<file path="config.mk">
export PLATFORM = sky130hd
export DESIGN_NAME = apb_slave_bridge
export DESIGN_NICKNAME = d
export VERILOG_FILES = /design/src/rtl/apb_bridge_pkg.sv /design/src/rtl/apb_timeout_cnt.sv /design/src/rtl/apb_slave_bridge.sv
export SDC_FILE = /design/constraint.sdc
export NUM_CORES = 1
export LEC_CHECK = 0
export CAP_MARGIN = 15
export CELL_PAD_IN_SITES_DETAIL_PLACEMENT = 0
export CELL_PAD_IN_SITES_GLOBAL_PLACEMENT = 2
export CORE_ASPECT_RATIO = 0.6
export CORE_MARGIN = 10
export CORE_UTILIZATION = 26
export CTS_BUF_LIST = sky130_fd_sc_hd__clkbuf_8
export CTS_CLUSTER_SIZE = 20
export DETAILED_ROUTE_END_ITERATION = 16
export PLACE_DENSITY = 0.86
export SETUP_SLACK_MARGIN = 0.4
export SLEW_MARGIN = 10
export SYNTH_ARGS = -nofsm -noshare
export SYNTH_HDL_FRONTEND = slang
export SYNTH_SLANG_ARGS = --single-unit
</file>
<file path="constraint.sdc">
create_clock -name i_clk_apb -period 3.48 [get_ports i_clk_apb]
set_input_delay 0.522 -clock i_clk_apb [delete_from_list [all_inputs] [get_ports i_clk_apb]]
set_output_delay 0.522 -clock i_clk_apb [all_outputs]
set_load 0.005 [all_outputs]
</file>
<file path="src/rtl/apb_bridge_pkg.sv">
// apb_bridge_pkg
//   Shared definitions for the APB slave bridge:
//   - state_t      : bridge FSM states
//   - in_window()  : constant-usable address window check, evaluated one bit
//                    wider than any supported address so a window ending at
//                    the top of the address space does not wrap
//   - APB_BRIDGE_ASSERT : elaboration-time parameter legality check
`define APB_BRIDGE_ASSERT(cond, label, msg) \
  if (!(cond)) begin : label \
    $error(msg); \
  end

package apb_bridge_pkg;

  typedef enum logic [2:0] {
    IDLE,
    REQ,
    WAIT_RSP,
    DONE,
    ERR
  } state_t;

  // Widest supported address; window math is done on MAX_AW+1 bits.
  localparam int MAX_AW = 64;
  localparam int EXT_W  = MAX_AW + 1;

  function automatic logic in_window(input logic [EXT_W-1:0] addr,
                                     input logic [EXT_W-1:0] base,
                                     input logic [EXT_W-1:0] span);
    return (addr >= base) && (addr < (base + span));
  endfunction

endpackage

</file>
<file path="src/rtl/apb_timeout_cnt.sv">
// apb_timeout_cnt
//   Backend watchdog. Counts cycles while enable is high; expired is raised
//   during the cycle in which the count reaches TIMEOUT_CYCLES, so the owner
//   can act on the edge that ends that cycle. TIMEOUT_CYCLES = 0 disables
//   the watchdog (expired never asserts).
// Ports:
//   clk     in  clock
//   rstn    in  asynchronous active-low reset
//   clear   in  restart the count at zero
//   enable  in  count this cycle
//   expired out limit reached
module apb_timeout_cnt #(
  parameter int TIMEOUT_CYCLES = 16
) (
  input  logic clk,
  input  logic rstn,
  input  logic clear,
  input  logic enable,
  output logic expired
);

  localparam int CW = (TIMEOUT_CYCLES > 1) ? $clog2(TIMEOUT_CYCLES) : 1;
  localparam logic [CW-1:0] LAST = CW'((TIMEOUT_CYCLES > 0) ? TIMEOUT_CYCLES - 1 : 0);

  logic [CW-1:0] count_reg;

  // Count value k means k full cycles have already elapsed; the cycle in
  // which count == LAST is therefore the TIMEOUT_CYCLES-th one.
  assign expired = (TIMEOUT_CYCLES != 0) && enable && (count_reg == LAST);

  always_ff @(posedge clk or negedge rstn) begin
    if (!rstn) begin
      count_reg <= '0;
    end else if (clear) begin
      count_reg <= '0;
    end else if (enable && !expired) begin
      count_reg <= count_reg + 1'b1;
    end
  end

endmodule

</file>
<file path="src/rtl/apb_slave_bridge.sv">
// apb_slave_bridge
//   APB3/APB4 slave that turns each in-window transfer into a registered
//   valid/ready request toward a backend, waits for the backend response and
//   completes the APB access. Out-of-window accesses complete with PSLVERR
//   and never reach the backend. A watchdog bounds the backend wait.
// Ports:
//   i_clk_apb, i_rstn_apb            clock, async active-low reset
//   i_psel .. i_pprot                APB request
//   o_prdata, o_pready, o_pslverr    APB completion
//   o_valid, i_ready                 backend request handshake
//   o_addr, o_rd0_wr1, o_wr_data,
//   o_wr_strb, o_prot                backend request fields (window offset)
//   i_rsp_valid, i_rd_data, i_rsp_err backend response
module apb_slave_bridge
  import apb_bridge_pkg::*;
#(
  parameter int ADDR_WIDTH = 32,
  parameter int DATA_WIDTH = 32,
  parameter logic [ADDR_WIDTH-1:0] BASE_ADDR = 32'h0000_0000,
  parameter logic [ADDR_WIDTH-1:0] ADDR_SPAN = 32'h0000_1000,
  parameter int TIMEOUT_CYCLES = 16,
  localparam int STRB_WIDTH = DATA_WIDTH / 8
) (
  input  logic                  i_clk_apb,
  input  logic                  i_rstn_apb,
  input  logic                  i_psel,
  input  logic                  i_penable,
  input  logic                  i_pwrite,
  input  logic [ADDR_WIDTH-1:0] i_paddr,
  input  logic [DATA_WIDTH-1:0] i_pwdata,
  input  logic [STRB_WIDTH-1:0] i_pstrb,
  input  logic [2:0]            i_pprot,
  output logic [DATA_WIDTH-1:0] o_prdata,
  output logic                  o_pready,
  output logic                  o_pslverr,
  output logic                  o_valid,
  input  logic                  i_ready,
  output logic [ADDR_WIDTH-1:0] o_addr,
  output logic                  o_rd0_wr1,
  output logic [DATA_WIDTH-1:0] o_wr_data,
  output logic [STRB_WIDTH-1:0] o_wr_strb,
  output logic [2:0]            o_prot,
  input  logic                  i_rsp_valid,
  input  logic [DATA_WIDTH-1:0] i_rd_data,
  input  logic                  i_rsp_err
);

  `APB_BRIDGE_ASSERT((DATA_WIDTH == 8) || (DATA_WIDTH == 16) || (DATA_WIDTH == 32) || (DATA_WIDTH == 64),
                     g_bad_data_width, "apb_slave_bridge: DATA_WIDTH must be 8, 16, 32 or 64")
  `APB_BRIDGE_ASSERT((ADDR_WIDTH >= 1) && (ADDR_WIDTH <= MAX_AW),
                     g_bad_addr_width, "apb_slave_bridge: ADDR_WIDTH out of range")
  `APB_BRIDGE_ASSERT((ADDR_SPAN != '0) && ((ADDR_SPAN & (ADDR_SPAN - 1'b1)) == '0),
                     g_bad_span, "apb_slave_bridge: ADDR_SPAN must be a power of two")
  `APB_BRIDGE_ASSERT((BASE_ADDR & (ADDR_SPAN - 1'b1)) == '0,
                     g_bad_base, "apb_slave_bridge: BASE_ADDR must be aligned to ADDR_SPAN")

  state_t state_reg, state_next;

  logic                  valid_reg,   valid_next;
  logic [ADDR_WIDTH-1:0] addr_reg,    addr_next;
  logic                  dir_reg,     dir_next;
  logic [DATA_WIDTH-1:0] wdata_reg,   wdata_next;
  logic [STRB_WIDTH-1:0] strb_reg,    strb_next;
  logic [2:0]            prot_reg,    prot_next;
  logic [DATA_WIDTH-1:0] prdata_reg,  prdata_next;
  logic                  pslverr_reg, pslverr_next;
  // Set once PSEL has been seen low mid-transfer; the backend exchange still
  // finishes but its result is dropped.
  logic                  aborted_reg, aborted_next;

  logic                  cnt_clear;
  logic                  cnt_enable;
  logic                  expired;
  logic                  abort_now;
  logic                  rsp_ok;
  logic                  in_win;
  logic [STRB_WIDTH-1:0] strb_masked;

  assign in_win = in_window(EXT_W'(i_paddr), EXT_W'(BASE_ADDR), EXT_W'(ADDR_SPAN));

  // Reads never carry byte strobes to the backend.
  for (genvar gi = 0; gi < STRB_WIDTH; gi++) begin : g_strb
    assign strb_masked[gi] = i_pwrite & i_pstrb[gi];
  end

  assign cnt_enable = (state_reg == REQ) || (state_reg == WAIT_RSP);

  apb_timeout_cnt #(
    .TIMEOUT_CYCLES(TIMEOUT_CYCLES)
  ) u_timeout (
    .clk    (i_clk_apb),
    .rstn   (i_rstn_apb),
    .clear  (cnt_clear),
    .enable (cnt_enable),
    .expired(expired)
  );

  always_comb begin
    state_next   = state_reg;
    valid_next   = valid_reg;
    addr_next    = addr_reg;
    dir_next     = dir_reg;
    wdata_next   = wdata_reg;
    strb_next    = strb_reg;
    prot_next    = prot_reg;
    prdata_next  = prdata_reg;
    pslverr_next = pslverr_reg;
    aborted_next = aborted_reg;
    cnt_clear    = 1'b0;
    abort_now    = aborted_reg | ~i_psel;
    // A response counts in WAIT_RSP, or in REQ only together with the
    // request handshake.
    rsp_ok       = i_rsp_valid && ((state_reg == WAIT_RSP) || i_ready);

    case (state_reg)
      IDLE: begin
        // PSEL alone starts a transfer, so a missing setup phase
        // (PSEL and PENABLE together) is handled the same way.
        if (i_psel) begin
          if (in_win) begin
            state_next   = REQ;
            valid_next   = 1'b1;
            addr_next    = i_paddr - BASE_ADDR;
            dir_next     = i_pwrite;
            wdata_next   = i_pwdata;
            strb_next    = strb_masked;
            prot_next    = i_pprot;
            aborted_next = 1'b0;
            cnt_clear    = 1'b1;
          end else begin
            state_next   = ERR;
            pslverr_next = 1'b1;
            prdata_next  = '0;
          end
        end
      end

      REQ, WAIT_RSP: begin
        aborted_next = abort_now;
        if (rsp_ok) begin
          valid_next = 1'b0;
          if (abort_now) begin
            state_next = IDLE;
          end else begin
            state_next   = DONE;
            prdata_next  = (!dir_reg && !i_rsp_err) ? i_rd_data : '0;
            pslverr_next = i_rsp_err;
          end
        end else if (expired) begin
          valid_next = 1'b0;
          if (abort_now) begin
            state_next = IDLE;
          end else begin
            state_next   = DONE;
            pslverr_next = 1'b1;
            prdata_next  = '0;
          end
        end else if ((state_reg == REQ) && i_ready) begin
          valid_next = 1'b0;
          state_next = WAIT_RSP;
        end
      end

      DONE, ERR: begin
        // Leave on the completing access, or immediately if PSEL went away.
        if (!i_psel || i_penable) begin
          state_next   = IDLE;
          prdata_next  = '0;
          pslverr_next = 1'b0;
        end
      end

      default: state_next = IDLE;
    endcase
  end

  always_ff @(posedge i_clk_apb or negedge i_rstn_apb) begin
    if (!i_rstn_apb) begin
      state_reg   <= IDLE;
      valid_reg   <= 1'b0;
      addr_reg    <= '0;
      dir_reg     <= 1'b0;
      wdata_reg   <= '0;
      strb_reg    <= '0;
      prot_reg    <= '0;
      prdata_reg  <= '0;
      pslverr_reg <= 1'b0;
      aborted_reg <= 1'b0;
    end else begin
      state_reg   <= state_next;
      valid_reg   <= valid_next;
      addr_reg    <= addr_next;
      dir_reg     <= dir_next;
      wdata_reg   <= wdata_next;
      strb_reg    <= strb_next;
      prot_reg    <= prot_next;
      prdata_reg  <= prdata_next;
      pslverr_reg <= pslverr_next;
      aborted_reg <= aborted_next;
    end
  end

  assign o_pready  = ((state_reg == DONE) || (state_reg == ERR)) && i_psel && i_penable;
  assign o_prdata  = prdata_reg;
  assign o_pslverr = pslverr_reg;
  assign o_valid   = valid_reg;
  assign o_addr    = addr_reg;
  assign o_rd0_wr1 = dir_reg;
  assign o_wr_data = wdata_reg;
  assign o_wr_strb = strb_reg;
  assign o_prot    = prot_reg;

endmodule
</file>
; Word-level counts from Yosys, hierarchy flattened
; Cells that the tools add are included.
[op_classes]
mux = 39
n_eq_ne = 13
magnitude_cmp = 1
addsub = 1
n_reduce_logical = 26
bitwise_logic = 6
[ops]
columns = operator, count
row1 = $mux 32, 8
row2 = $pmux 32 s3, 1
row3 = $lt 32x13->1 const B, 1
row4 = $mux 3, 6
row5 = $mux 1, 17
row6 = $pmux 3 s3, 1
row7 = $reduce_and 3->1, 3
row8 = $mux 4, 2
row9 = $ne 2x2->1 const B, 4
row10 = $logic_and 1x1->1, 7
row11 = $reduce_and 7->1, 1
row12 = $eq 3x2->1 const B, 2
row13 = $ne 3x3->1 const B, 2
row14 = $add 4x1->4 const B, 1
row15 = $and 1x1->1, 4
row16 = $eq 4x4->1 const B, 1
row17 = $logic_not 1->1, 4
row18 = $logic_or 1x1->1, 4
row19 = $ne 4x3->1 const B, 1
row20 = $pmux 1 s2, 2
row21 = $reduce_and 4->1, 1
row22 = $reduce_bool 2->1, 2
row23 = $reduce_or 2->1, 2
row24 = $eq 3x1->1 const B, 1
row25 = 8 further kinds, 8
[totals]
wordCells = 97
reg_bits = 114
in_bits = 111
out_inout_bits = 107

; Logic depth before layout (Yosys ltp)
; Gate-level depths: netlist of the first run.
[depth]
depth_word = 7
depth_mapped = 8
depth_no_buf = 6

; Cells and area by module
; A second synthesis of the first run with hierarchy kept.
[hier_totals]
cells_unflattened = 377
hier_area_um2 = 4717.0
[modules_own_cells]
columns = mod, area_each_um2, instances, cells_each, seq_area_each_um2
row1 = apb_slave_bridge, 4478.0, 1, 356, 2752.6
row2 = apb_timeout_cnt, 239.0, 1, 21, 100.1

; Worst setup path before layout of the first run
; No wires, ideal clock.
[synth_timing]
path_type = register -> register
start = register u_timeout.count_reg[0]
end = register pslverr_reg, in the netlist o_pslverr
t_arrival_ns = 2.010
setup_time_ns = 0.127
n_path_buf = 1
path_stages_with_launch = 8
synth_period_minus_slack_ns = 2.137
path_slack_ns = 1.343
cell_sequence = dfrtp_1 ha_1 nand3_1 and3b_1 buf_2 a221o_1 nor3_4 mux2_1
[synth_between]
elab_chain_len = 4
word_cells_on_any_way = 5
[synth_rtl]
columns = element, line
row1 = from (decl), apb_timeout_cnt.sv:25  ; logic [CW-1:0] count_reg;
row2 = from (signal assigned), apb_timeout_cnt.sv:37  ; count_reg <= count_reg + 1'b1;
row3 = $eq 4x4->1 (*), apb_timeout_cnt.sv:29  ; assign expired = (TIMEOUT_CYCLES != 0) && enable && (count_reg == LAST);
row4 = $logic_and 1x1->1 (*), apb_timeout_cnt.sv:29
row5 = $ne 3x2->1 (no line) / $ne 3x3->1 (equally long branches), -
row6 = $reduce_and 7->1 (no line) (*), -
row7 = to (signal assigned), apb_slave_bridge.sv:198  ; pslverr_reg <= pslverr_next;
row8 = to (decl), apb_slave_bridge.sv:66  ; logic pslverr_reg, pslverr_next;
; Every way passes the cells marked *; elsewhere a longest branch is shown, timed or not.
; A chain may end at the register's enable or synchronous reset.

; Final worst setup path of the first run
[layout_timing]
start = register state_reg[0]
end = output o_pready
[layout_between]
elab_chain_len = 4
word_cells_on_any_way = 5
[layout_rtl]
columns = element, line
row1 = from (decl), apb_slave_bridge.sv:57  ; state_t state_reg, state_next;
row2 = from (signal assigned), apb_slave_bridge.sv:190  ; state_reg <= state_next;
row3 = $eq 3x2->1 / $eq 3x3->1 (equally long branches), apb_slave_bridge.sv:203  ; assign o_pready = ((state_reg == DONE) || (state_reg == ERR)) && i_psel && i_penable;
row4 = $logic_or 1x1->1 (*), apb_slave_bridge.sv:203
row5 = $logic_and 1x1->1 (*) (2 in a row), apb_slave_bridge.sv:203
row6 = to (decl), apb_slave_bridge.sv:34  ; output logic o_pready,
; Marks and branches as above.

==> results of run 1 <==
-- per-layer routing --
layer / vias up / wire length [µm] / part of all wire
li1: 1901 / - / -
met1: 1881 / 6690 / 0.45
met2: 152 / 6490 / 0.43
met3: 6 / 1780 / 0.12
met4: 0 / 68 / 0.0045
met5: - / 0 / 0
-- cell usage in the layout (no fill, tap or decap), drive strengths merged, types with 7 or more instances in the layout --
cell type,n
clkbuf,17
clkinv,7
nor4,7
nor2,7
clkdlybuf4s50,216
a21oi,7
and2,21
dfrtp,114
mux2i,33
buf,7
inv,37
nand2,186
-- synth_stat cells, drive strengths merged, types with 2 or more instances --
master / n / share of area
a21oi: 7 / 0.0075
a31oi: 2 / 0.0027
and2: 21 / 0.028
and3: 2 / 0.0027
and3b: 2 / 0.0038
buf: 11 / 0.015
clkbuf: 12 / 0.0097
dfrtp: 114 / 0.61
inv: 33 / 0.027
mux2: 3 / 0.0073
mux2i: 33 / 0.071
nand2: 186 / 0.15
nand2b: 2 / 0.0027
nand3: 6 / 0.0065
nor2: 7 / 0.0057
nor2b: 2 / 0.0027
nor4: 7 / 0.0094
o21ai: 3 / 0.0032
or3b: 2 / 0.0038
xor2: 3 / 0.0057
-- worst max-delay path: cells and delay by family, from the launching register on --
family                 cells  cell delay, ns
AO/OA/AOI/OAI              1            0.15
buffers and inverters      1            0.51
flip-flops                 1            0.50
AND/OR/NAND/NOR            2            0.59
-- logic make-up (layout without fill, tap and decap cells) --
logic type,count (synthesis),count (layout),synth area share
compound gates,16,16,0.0210
xor+xnor,4,4,0.00755
fa+ha+maj,1,1,0.00269
buf+inv,56,288,0.0515
flops,114,114,0.615
mux,36,36,0.0784
simple gates,241,241,0.224
-- per-stage QoR --
| stage | cells | power [mW] | instance area, µm² | hold slack (ns) |
|---|---|---|---|---|
| floorplan | 468 | 2.13 | 4640 | 0.226 |
| global placement | 902 | 2.46 | 7060 | 0.456 |
| detailed placement | 902 | 2.48 | 7060 | 0.462 |
| CTS | 934 | 3.67 | 7430 | 0.132 |
| global route | 934 | 3.81 | 7430 | 0.151 |
| finish | 934 | 3.61 | 7430 | 0.125 |
-- worst paths after layout --
| kind | start | to | slack, ns | cells past startpoint |
|---|---|---|---|---|
| max | state_reg[0] | o_pready | 0.78 | 4 |
| max reg2reg | state_reg[0] | o_pslverr | 1.01 | 6 |
| min in group i_clk_apb | o_wr_data[11] | o_wr_data[11] | 0.47 | 2 |
| min reg2reg | o_wr_data[11] | o_wr_data[11] | 0.47 | 2 |
| min | i_rstn_apb | o_addr[8] | 0.13 | 1 |
| max in group asynchronous | i_rstn_apb | o_wr_data[11] | 2.54 | 2 |
-- power by group --
group | internal (mW) | total, mW | leakage [nW] | switching, mW
clock | 0.570 | 1.16 | 0.184 | 0.595
combinational | 0.502 | 0.935 | 1.67 | 0.432
sequential | 1.42 | 1.51 | 1.57 | 0.0923
total | 2.49 | 3.61 | 3.42 | 1.12
-- area by class of cell --
type / instances / share of cell area
Clock inverter: 15 / 0.0184
Timing Repair Buffer: 223 / 0.300
Inverter: 33 / 0.0167
Sequential cell: 114 / 0.384
Clock buffer: 17 / 0.0315
Tap cell: 234 / 0.0394
Multi-Input combinational cell: 298 / 0.210
==> flow_results.org, run 1 <==
** Die
- Area enclosed by the die boundary :: 23,800 µm²
- Die width :: 193 µm
- The die is 124 µm tall.
- Floorplan Core Area :: 17,300 µm²
- After floorplanning, the core was divided into 37 placement rows.
- The initial utilization of the core area, before any placement, comes to 0.268.
- Num ports :: 218

** Drt
- Total routed wirelength :: 15,000 µm
- Vias per Instance :: 4.22
- For this run, design rule violations remaining after detail routing come to 0.
- After detailed routing, the average wire length per cell comes to 16.1 µm.
- The detailed router finished its first iteration with 208 violations.
- The first TritonRoute pass finished after 4 iterations.
- Post-detailed-route count of antenna-violating nets :: 0
- For this block, the via count after detailed routing is 3,940.

** Logic synthesis
- In this run the cell area of the synthesized design comes to 4640 µm².
- In the synthesized netlist the dominant register cell turns out to be dfrtp_1.
- Yosys printed 0 warnings.
- Net count of the mapped netlist :: 580
- Number of flops mapped to enable cells by yosys :: 0
- Synthesis produced 468 cells.
- Synth async-reset ratio :: 1.00
- Count of unique library cells instantiated by Yosys :: 36
- Sequential element share of the synthesized area :: 0.615
- Counting flops and latches in the post-synthesis netlist gives 114.
- Post-synthesis average cell area :: 9.92 µm²

** Setup path
- Startpoint Class :: register
- STA classifies the critical path endpoint as an output pin.
- Worst-path cell with the longest stage delay :: clkdlybuf4s50_1
- STA puts the critical path data arrival time at 2.18 ns.
- Critical Path, Cell by Cell :: or3b_1, o21ai_0, and3_1, clkdlybuf4s50_1
- Data on the critical path is required at its endpoint by 2.96 ns.
- Critical path's largest stage delay :: 0.51 ns
- By startpoint and endpoint, the worst setup path is classified as register to output pin.
- Crit path max fanout :: 10

** Timing
- Counting I/O delays and the setup requirement, the final critical path takes 2.70 ns.
- Setup violations remaining at the end of the flow were counted as 0.
- Clock Skew :: 0.0154 ns
- Count of final max-slew check failures :: 0
- The final number of hold-violating endpoints came to 0.
- Setup slack closes at 0.781 ns.
- Measured against its own limit, the worst slew margin works out to 0.503.
- Based on the critical path, the design can be clocked at up to 371 MHz.
- Share of the cycle needed by the critical path after routing :: 0.776
- At the pin with the least slew margin, the transition time is 0.745 ns.
- In the final timing run, aggregate negative setup slack is 0 ns.
- RSZ-0062 raised after global routing :: false

** Run
- The tool flagged a number of max-cap violations equal to 0.

** GRT
- Global-route wire length before repair :: 23,200 µm
- In the global route stage, met1 resource usage came out at 0.153.
- Most Crowded Layer GR :: met2
- Via count of the first global-routing pass :: 4,184
- GR met3 Demand/Resource :: 0.0714
- Initial antenna violation count :: 0
- Global routing usage summed across all routing layers :: 0.123
- Global routing finished with a remaining overflow of 0.
- Pin count of the biggest net entering global routing :: 74
- Met2 track demand over resource :: 0.181

** Hold path
- Hold/Removal Path Class :: input port to async pin

** Clock network
- Max Buffers Root-to-Sink :: 2
- Clock tree synthesis inserted a total of 17 buffers.
- Number of clock sinks :: 114
- Post-CTS Repair Setup Buffers :: 0
- Post-cts resize count :: 0
- Clock Latency Late Sink :: 0.42 ns
- After clock tree synthesis, the clock-pin slew on the worst setup and hold paths is 0.08 ns.
- TritonCTS built the clock tree.
- The H-tree was split into 4 levels.
- Clk Tree Root Cell :: clkbuf_8
- Hold_buf cts :: 0

** Placed design
- At the end of routability-driven placement, the weighted congestion stood at 0.826.
- During placement, the flow inserted port buffers numbering 217.
- HPWL reported at the end of detailed placement :: 11,200 µm
- Timing analysis after detailed placement gives a worst setup slack of 0.790 ns.

** Cells and area
- Count of filler cells inserted in the layout :: 1,664
- Post-layout nets :: 799
- Area occupied by registers :: 2850 µm²
- Of the cells placed in the final design, the portion with a size suffix greater than 1 is 0.0643.
- The number of antenna diodes in the final layout is 0.
- Relative to the synthesized area, the layout overhead comes to 60.1%.
- Area of the multi-input gates :: 1560 µm²
- Measured on the finished design, the core utilization comes to 0.429.

** Power
- VDD sags by at most 0.196 mV.
- Pwr Density :: 486 nW/µm²
- Cell leakage power :: 3.42 nW

** Status
- Result of the run :: finished, final reports clean
Note: power is estimated with default switching activity, not from simulation.
==> inputs of run 2 (changes only) <==
CORE_UTILIZATION = 24   (was 26)
PLACE_DENSITY = 0.8   (was 0.86)
clock period = 2.78 ns   (was 3.48 ns; I/O delays follow)
==> run 2 against run 1 <==
  * Wire length is 2.8% higher
  * Sequential share of layout area is 0.92 points lower
  * Total power is 36% higher
  * Sequential power is 23% higher
  * Largest power group unchanged
  * Highest routed layer unchanged
==> flow_results.org, run 2 (synthesis gave the netlist of run 1 again) <==
** Status
- The flow ran to the end, and the final reports show no timing, DRC or antenna violations.

** GRT
- Entering global routing, the biggest net connects 73 pins.
- Global routing usage summed across all routing layers :: 0.120
- Global-route wire length before repair :: 24,000 µm
- The number of antenna violations at the first check in global routing came to 0.
- Via count of the first global-routing pass :: 4,305
- Summed over all layers, the global routing overflow is 0.

** Clock network
- The clock passes through at most 2 buffers.
- Clk Tree Root Cell :: clkbuf_8
- CTS tree :: yes
- Clock-pin slew was measured on the worst setup and hold paths at 0.07 ns.
- CTS H-tree depth :: 4
- For the worst-skew pair, the clock arrives at the later sink with an insertion delay of 0.43 ns.
- Number of clock sinks :: 114
- Total CTS buffers :: 17

** Timing
- Setup violations remaining at the end of the flow were counted as 0.
- The final number of hold-violating endpoints was 0.
- Slack of the critical path :: 0.551 ns
- The clock period could shrink to 2.23 ns.
- For the pin with the worst max-slew slack, the measured transition is 0.553 ns.
- Max-slew headroom at the worst pin :: 0.632
- Across all hold checks on the routed design, the worst slack comes to 0.474 ns.
- On the final layout, the worst clock skew is 0.0143 ns.
- Summed over all failing endpoints, the final setup total negative slack is 0 ns.
- Setup repair after global routing left no endpoint under its margin.
- Count of final max-slew check failures :: 0
- Share of the cycle needed by the critical path after routing :: 0.802
- Derived from the worst setup path, the maximum achievable clock frequency is 449 MHz.

** Power
- Cell leakage power :: 3.51 nW
- Across the VDD grid, the largest voltage drop is 0.306 mV.
- Pwr Density :: 643 nW/µm²

** Setup path
- The number of buffers and inverters on the critical path is 2.
- CP arrival :: 2.57 ns
- Critical path's largest stage delay :: 0.40 ns
- The worst setup path is launched from a register.
- The worst setup path is of the register to register kind.
- On the critical path, the stage with the largest delay is an instance of a221o_1.
- At the worst endpoint, the required time is 3.12 ns.
- Reg2reg setup slack :: 0.55 ns
- Worst Setup End Kind :: register
- Crit path max fanout :: 13
- On the critical path the largest part of the delay comes from simple AND/OR/NAND/NOR gates.
- The critical path goes through ha_1, nand3_1, and3b_2, a221o_1, nor3_4, buf_4, buf_8, mux2i_1.

** Die
- Floorplan Core Area :: 19,000 µm²
- Starting Density :: 0.244
- Num ports :: 218
- Area enclosed by the die boundary :: 25,500 µm²
- The floorplan step set the die width to 200 µm.
- The floorplan step set the die height to 128 µm.
- Number of placement rows :: 39

** Cells and area
- Compared with the post-synthesis result, the final layout area differs by 64.2%.
- The final layout contains 809 nets.
- Share of cells above drive strength 1 :: 0.0791
- Once layout is complete, the utilization of the core stands at 0.401.
- Area occupied by registers :: 2860 µm²
- Leading cell type in the layout, fill and taps excluded :: clkdlybuf4s50_1
- For this run, the number of standard cells in the final layout without fillers is 954.
- Area of the multi-input gates :: 1570 µm²
- The library cells used most frequently in the layout, excluding fill and tap cells, are 215 x clkdlybuf4s50_1, 186 x nand2_1, 111 x dfrtp_1.
- The layout has 1,848 filler cells.
- Antenna Cells :: 0

** Placed design
- Inst Count DP :: 915
- Routability Congestion :: 0.861
- During placement, the flow inserted port buffers numbering 217.
- Setup WS pre-CTS :: 0.286 ns
- The wire-length estimate of the detail-placed layout is 11,400 µm.

** Drt
- Before antenna repair, the detailed router went through 4 iterations.
- In the final routed layout, each cell accounts on average for 16.2 µm.
- Detailed routing inserted a total of 3,962 vias.
- After detailed routing, the number of vias per cell comes to 4.15.
- DRC errors left :: 0
- The detailed router finished its first iteration with 160 violations.
- The count of nets left with antenna violations once routing finished came out at 0.
- For this block, the routed nets add up to 15,500 µm of wire.

** Hold path
- Hold/Removal Path Class :: register to register

** Run
- Max-cap violations :: 0
## run 2: cell type report
cell class	count	share of cell area
Clock inverter	11	0.0182
Tap cell	246	0.0404
Sequential cell	114	0.375
Timing Repair Buffer	233	0.310
Clock buffer	19	0.0343
Inverter	33	0.0163
Multi-Input combinational cell	298	0.206
## run 2: repair_timing
| item | 4_1_cts | 5_1_grt |
|---|---|---|
| hold buffers | 1 | 0 |
| endpoints found under the setup margin | 1 | 25 |
| hold endpoints to repair | 40 | 0 |
| cloned | 0 | 1 |
| buffers inserted | 4 | 3 |
| resized for setup | 6 | 6 |
| pin swaps | 0 | 1 |
## run 2: worst paths after layout
check                                       start            end  cells past startpoint
max                        u_timeout.count_reg[0]    o_prdata[0]                      8
min                                 o_wr_data[18]  o_wr_data[18]                      2
max reg2reg                u_timeout.count_reg[0]    o_prdata[0]                      8
min reg2reg                         o_wr_data[18]  o_wr_data[18]                      2
max in group asynchronous              i_rstn_apb  o_wr_data[14]                      3
min in group asynchronous              i_rstn_apb     o_addr[17]                      2
## run 2: layer usage
metal  share of wire  wire, µm  track usage
met1            0.44      6740        0.145
met2            0.43      6680        0.175
met3            0.12      1910       0.0724
met4          0.0076       118       0.0337
met5               0         0            0
## run 2: through the flow
step | total power, mW | cell area, µm²
final | 4.90 | 7620
after global routing | 5.19 | 7620
after CTS | 4.78 | 7550
after detailed placement | 3.10 | 7110
after global placement | 3.08 | 7110
after floorplan | 2.66 | 4640
## run 2: power by group
| group | internal (mW) | total, mW | switching, mW |
|---|---|---|---|
| Sequential | 1.78 | 1.85 | 0.0733 |
| Clock | 0.917 | 1.59 | 0.678 |
| Combinational | 0.809 | 1.45 | 0.644 |
| Total | 3.51 | 4.90 | 1.40 |
## run 2: worst reg2reg max path, stage by stage (launching register included)
cell	delay [ns]
dfrtp_1	0.38
ha_1	0.18
nand3_1	0.14
and3b_2	0.30
a221o_1	0.40
nor3_4	0.22
buf_4	0.15
buf_8	0.16
mux2i_1	0.23
==> inputs of run 3 (changes only) <==
clock period = 2.3 ns   (was 2.78 ns; I/O delays follow)
==> run 3 against run 2 <==
  * Combinational power is 47% higher
  * First-iteration DRC count is 10% higher
  * Non-clock buffer count rose by 12
  * Critical path type unchanged
  * Critical path depth is 1 higher
  * Sequential power rose by 21%
  * Sequential cell count stayed put
  * Sequential share of layout area fell by 1.1 points
  * Setup slack lost 0.41 ns
  * Clock power grew 30%
  * Cell count grew 1.4%
  * Largest power group unchanged
  * Cell area rose by 2.9%
  * Via count increased by 2.7%
==> flow_results.org, run 3 (synthesis gave the netlist of run 1 again) <==
** Cells and area
- Area of the multi-input gates :: 1610 µm²
- Antenna Cells :: 0
- Count of filler cells inserted in the layout :: 1,811
- For this run, the number of standard cells in the final layout without fillers is 967.
- From synthesis to final layout, the design area changed by 69.0%.
- Commonest cells after routing, fill and taps aside :: 215 x clkdlybuf4s50_1, 186 x nand2_1, 112 x dfrtp_1
- Finished Core Util :: 0.412
- Leading cell type in the layout, fill and taps excluded :: clkdlybuf4s50_1
- Post-layout nets :: 821
- Area occupied by registers :: 2860 µm²
- In the final layout, the share of cells above drive strength 1 is 0.104.
- Layout Cell Area excl Fill :: 7840 µm²

** Drt
- DRC errors left :: 0
- Met2 WL :: 7290 µm
- The highest layer touched by signal routing is met4.
- Vias per Instance :: 4.21
- Avg WL per Cell :: 16.7 µm
- Via Count :: 4,067
- For this run, the detailed router's first-pass iteration total came to 4.
- M1 WL :: 7130 µm
- Post-detailed-route count of antenna-violating nets :: 0
- Detailed routing placed a total of 1560 µm of wire on met3.
- Initial drt markers :: 176
- Total routed wirelength :: 16,200 µm

** Clock network
- Clock-pin slew was measured on the worst setup and hold paths at 0.07 ns.
- CTS H-tree depth :: 4
- TritonCTS built the clock tree.
- Number of clock sinks :: 114
- The clock reaches the later pin of the worst-skew pair after 0.43 ns.
- Clock tree synthesis inserted a total of 17 buffers.
- Clock tree synthesis selected as its root buffer the cell clkbuf_8.
- The longest clock path from root to sink contains 2 buffers.

** Setup path
- In this run the worst path has a maximum fanout of 4.
- The critical path runs through a total of 9 cells.
- The critical path is of the register to register type.
- Cell mode on critical path :: buf_6
- Reg2Reg Depth :: 9
- In this run the register-to-register setup slack is 0.14 ns.
- The critical path contains buffers and inverters numbering 4 combined.
- On the critical path, the stage with the largest delay is an instance of dfrtp_2.
- In this design, the stage delay of the slowest critical-path cell is 0.41 ns.
- Worst Setup End Kind :: register
- Broken down by cell family, the worst path's largest delay share belongs to buffers and inverters.
- Critical Path, Cell by Cell :: buf_6, buf_6, xor2_1, and3b_1, a221o_1, nor3_4, buf_6, buf_6, mux2_4
- For the worst setup path, the data required time is 2.62 ns.
- At the worst endpoint, the arrival time is 2.48 ns.
- Startpoint Class :: register

** Die
- In this run the vertical extent of the chip is 128 µm.
- Row generation in the floorplan step produced 39 rows.
- The die is 200 µm wide.
- Num ports :: 218
- The floorplan step defined a die boundary enclosing 25,500 µm².
- The region available for standard cell placement spans 19,000 µm².
- For this configuration, the core starts out at a cell density of 0.244.

** Timing
- Slack of the critical path :: 0.138 ns
- The final number of hold-violating endpoints came to 0.
- Timing would allow up to 463 MHz.
- Final setup TNS :: 0 ns
- Setup violations remaining at the end of the flow were counted as 0.
- At the pin with the least slew margin, the transition time is 0.622 ns.
- Share of the cycle needed by the critical path after routing :: 0.940
- Worst hold slack :: 0.438 ns
- Measured against its own limit, the worst slew margin works out to 0.585.
- The worst path needs 2.16 ns of the cycle, external delays included.
- The clock arrives with 0.0128 ns of skew.
- Setup repair after global routing could not meet its margin everywhere.
- The number of max-slew violations in the final report was 0.

** Status
- Result of the run :: finished, final reports clean

** Hold path
- Along the worst hold path, the cell count comes to 3.
- Hold/Removal Path Class :: input port to register

** Power
- Cell leakage power :: 3.61 nW
- Max IR drop VDD :: 0.362 mV
- In this run the power density over the cells is 821 nW/µm².
- The design draws 6.44 mW.

** Placed design
- During placement, the flow inserted port buffers numbering 217.
- OpenSTA, run right after detailed placement, puts the worst setup slack at -0.0155 ns.
- Detailed placement ended at an HPWL of 11,100 µm.
- Routability Congestion :: 0.836
- Standard cell area after detailed placement :: 7180 µm²
- Counting tap cells, the placed design contains a total of 920 instances.

** GRT
- The number of global-route vias before repair came to 4,294.
- Global-route wire length before repair :: 24,900 µm
- Entering global routing, the biggest net connects 115 pins.
- The number of antenna violations at the first check in global routing is 0.
- GRT overflow :: 0
- Global routing usage summed across all routing layers :: 0.124

** Run
- Across the run, the number of max-cap violations was 0.
run 3: repair_timing:
action	CTS	global route
gates resized for setup	12	11
gates cloned	2	1
hold buffers	1	0
pin swaps	1	3
endpoints found under the setup margin	34	105
endpoints found under the hold margin	2	0
buffers inserted	10	2
run 3: power by group:
| group | switching (mW) | internal [mW] |
|---|---|---|
| clock | 0.844 | 1.22 |
| sequential | 0.0929 | 2.15 |
| combinational | 0.906 | 1.22 |
| total | 1.84 | 4.59 |
run 3: path summary, 6_finish.rpt:
kind,end,from
min in group asynchronous,o_prdata[31],i_rstn_apb
worst min-delay path,o_wr_data[18],i_pwdata[18]
max in group asynchronous,o_wr_data[21],i_rstn_apb
worst max-delay path,o_pslverr,state_reg[0]
worst min register to register,o_wr_strb[1],o_wr_strb[1]
worst max register to register,o_pslverr,state_reg[0]
run 3: worst min-delay path, cell delays in order:
cell and delay (ns):
clkdlybuf4s50_1 0.39, nand2_1 0.05, nand2_1 0.04
run 3: routing by layer:
| metal | global-route usage | vias to the layer above |
|---|---|---|
| met5 | 0 | - |
| met4 | 0.0381 | 0 |
| met3 | 0.0608 | 10 |
| met2 | 0.189 | 129 |
| met1 | 0.152 | 1976 |
| li1 | - | 1952 |
run 3: final cells by class:
| class | count | share of cell area |
|---|---|---|
| multi-input combinational | 298 | 0.205 |
| tap | 246 | 0.0392 |
| sequential | 114 | 0.364 |
| clock buffer | 19 | 0.0333 |
| inverter | 33 | 0.0158 |
| clock inverter | 12 | 0.0211 |
| timing repair buffer | 245 | 0.322 |
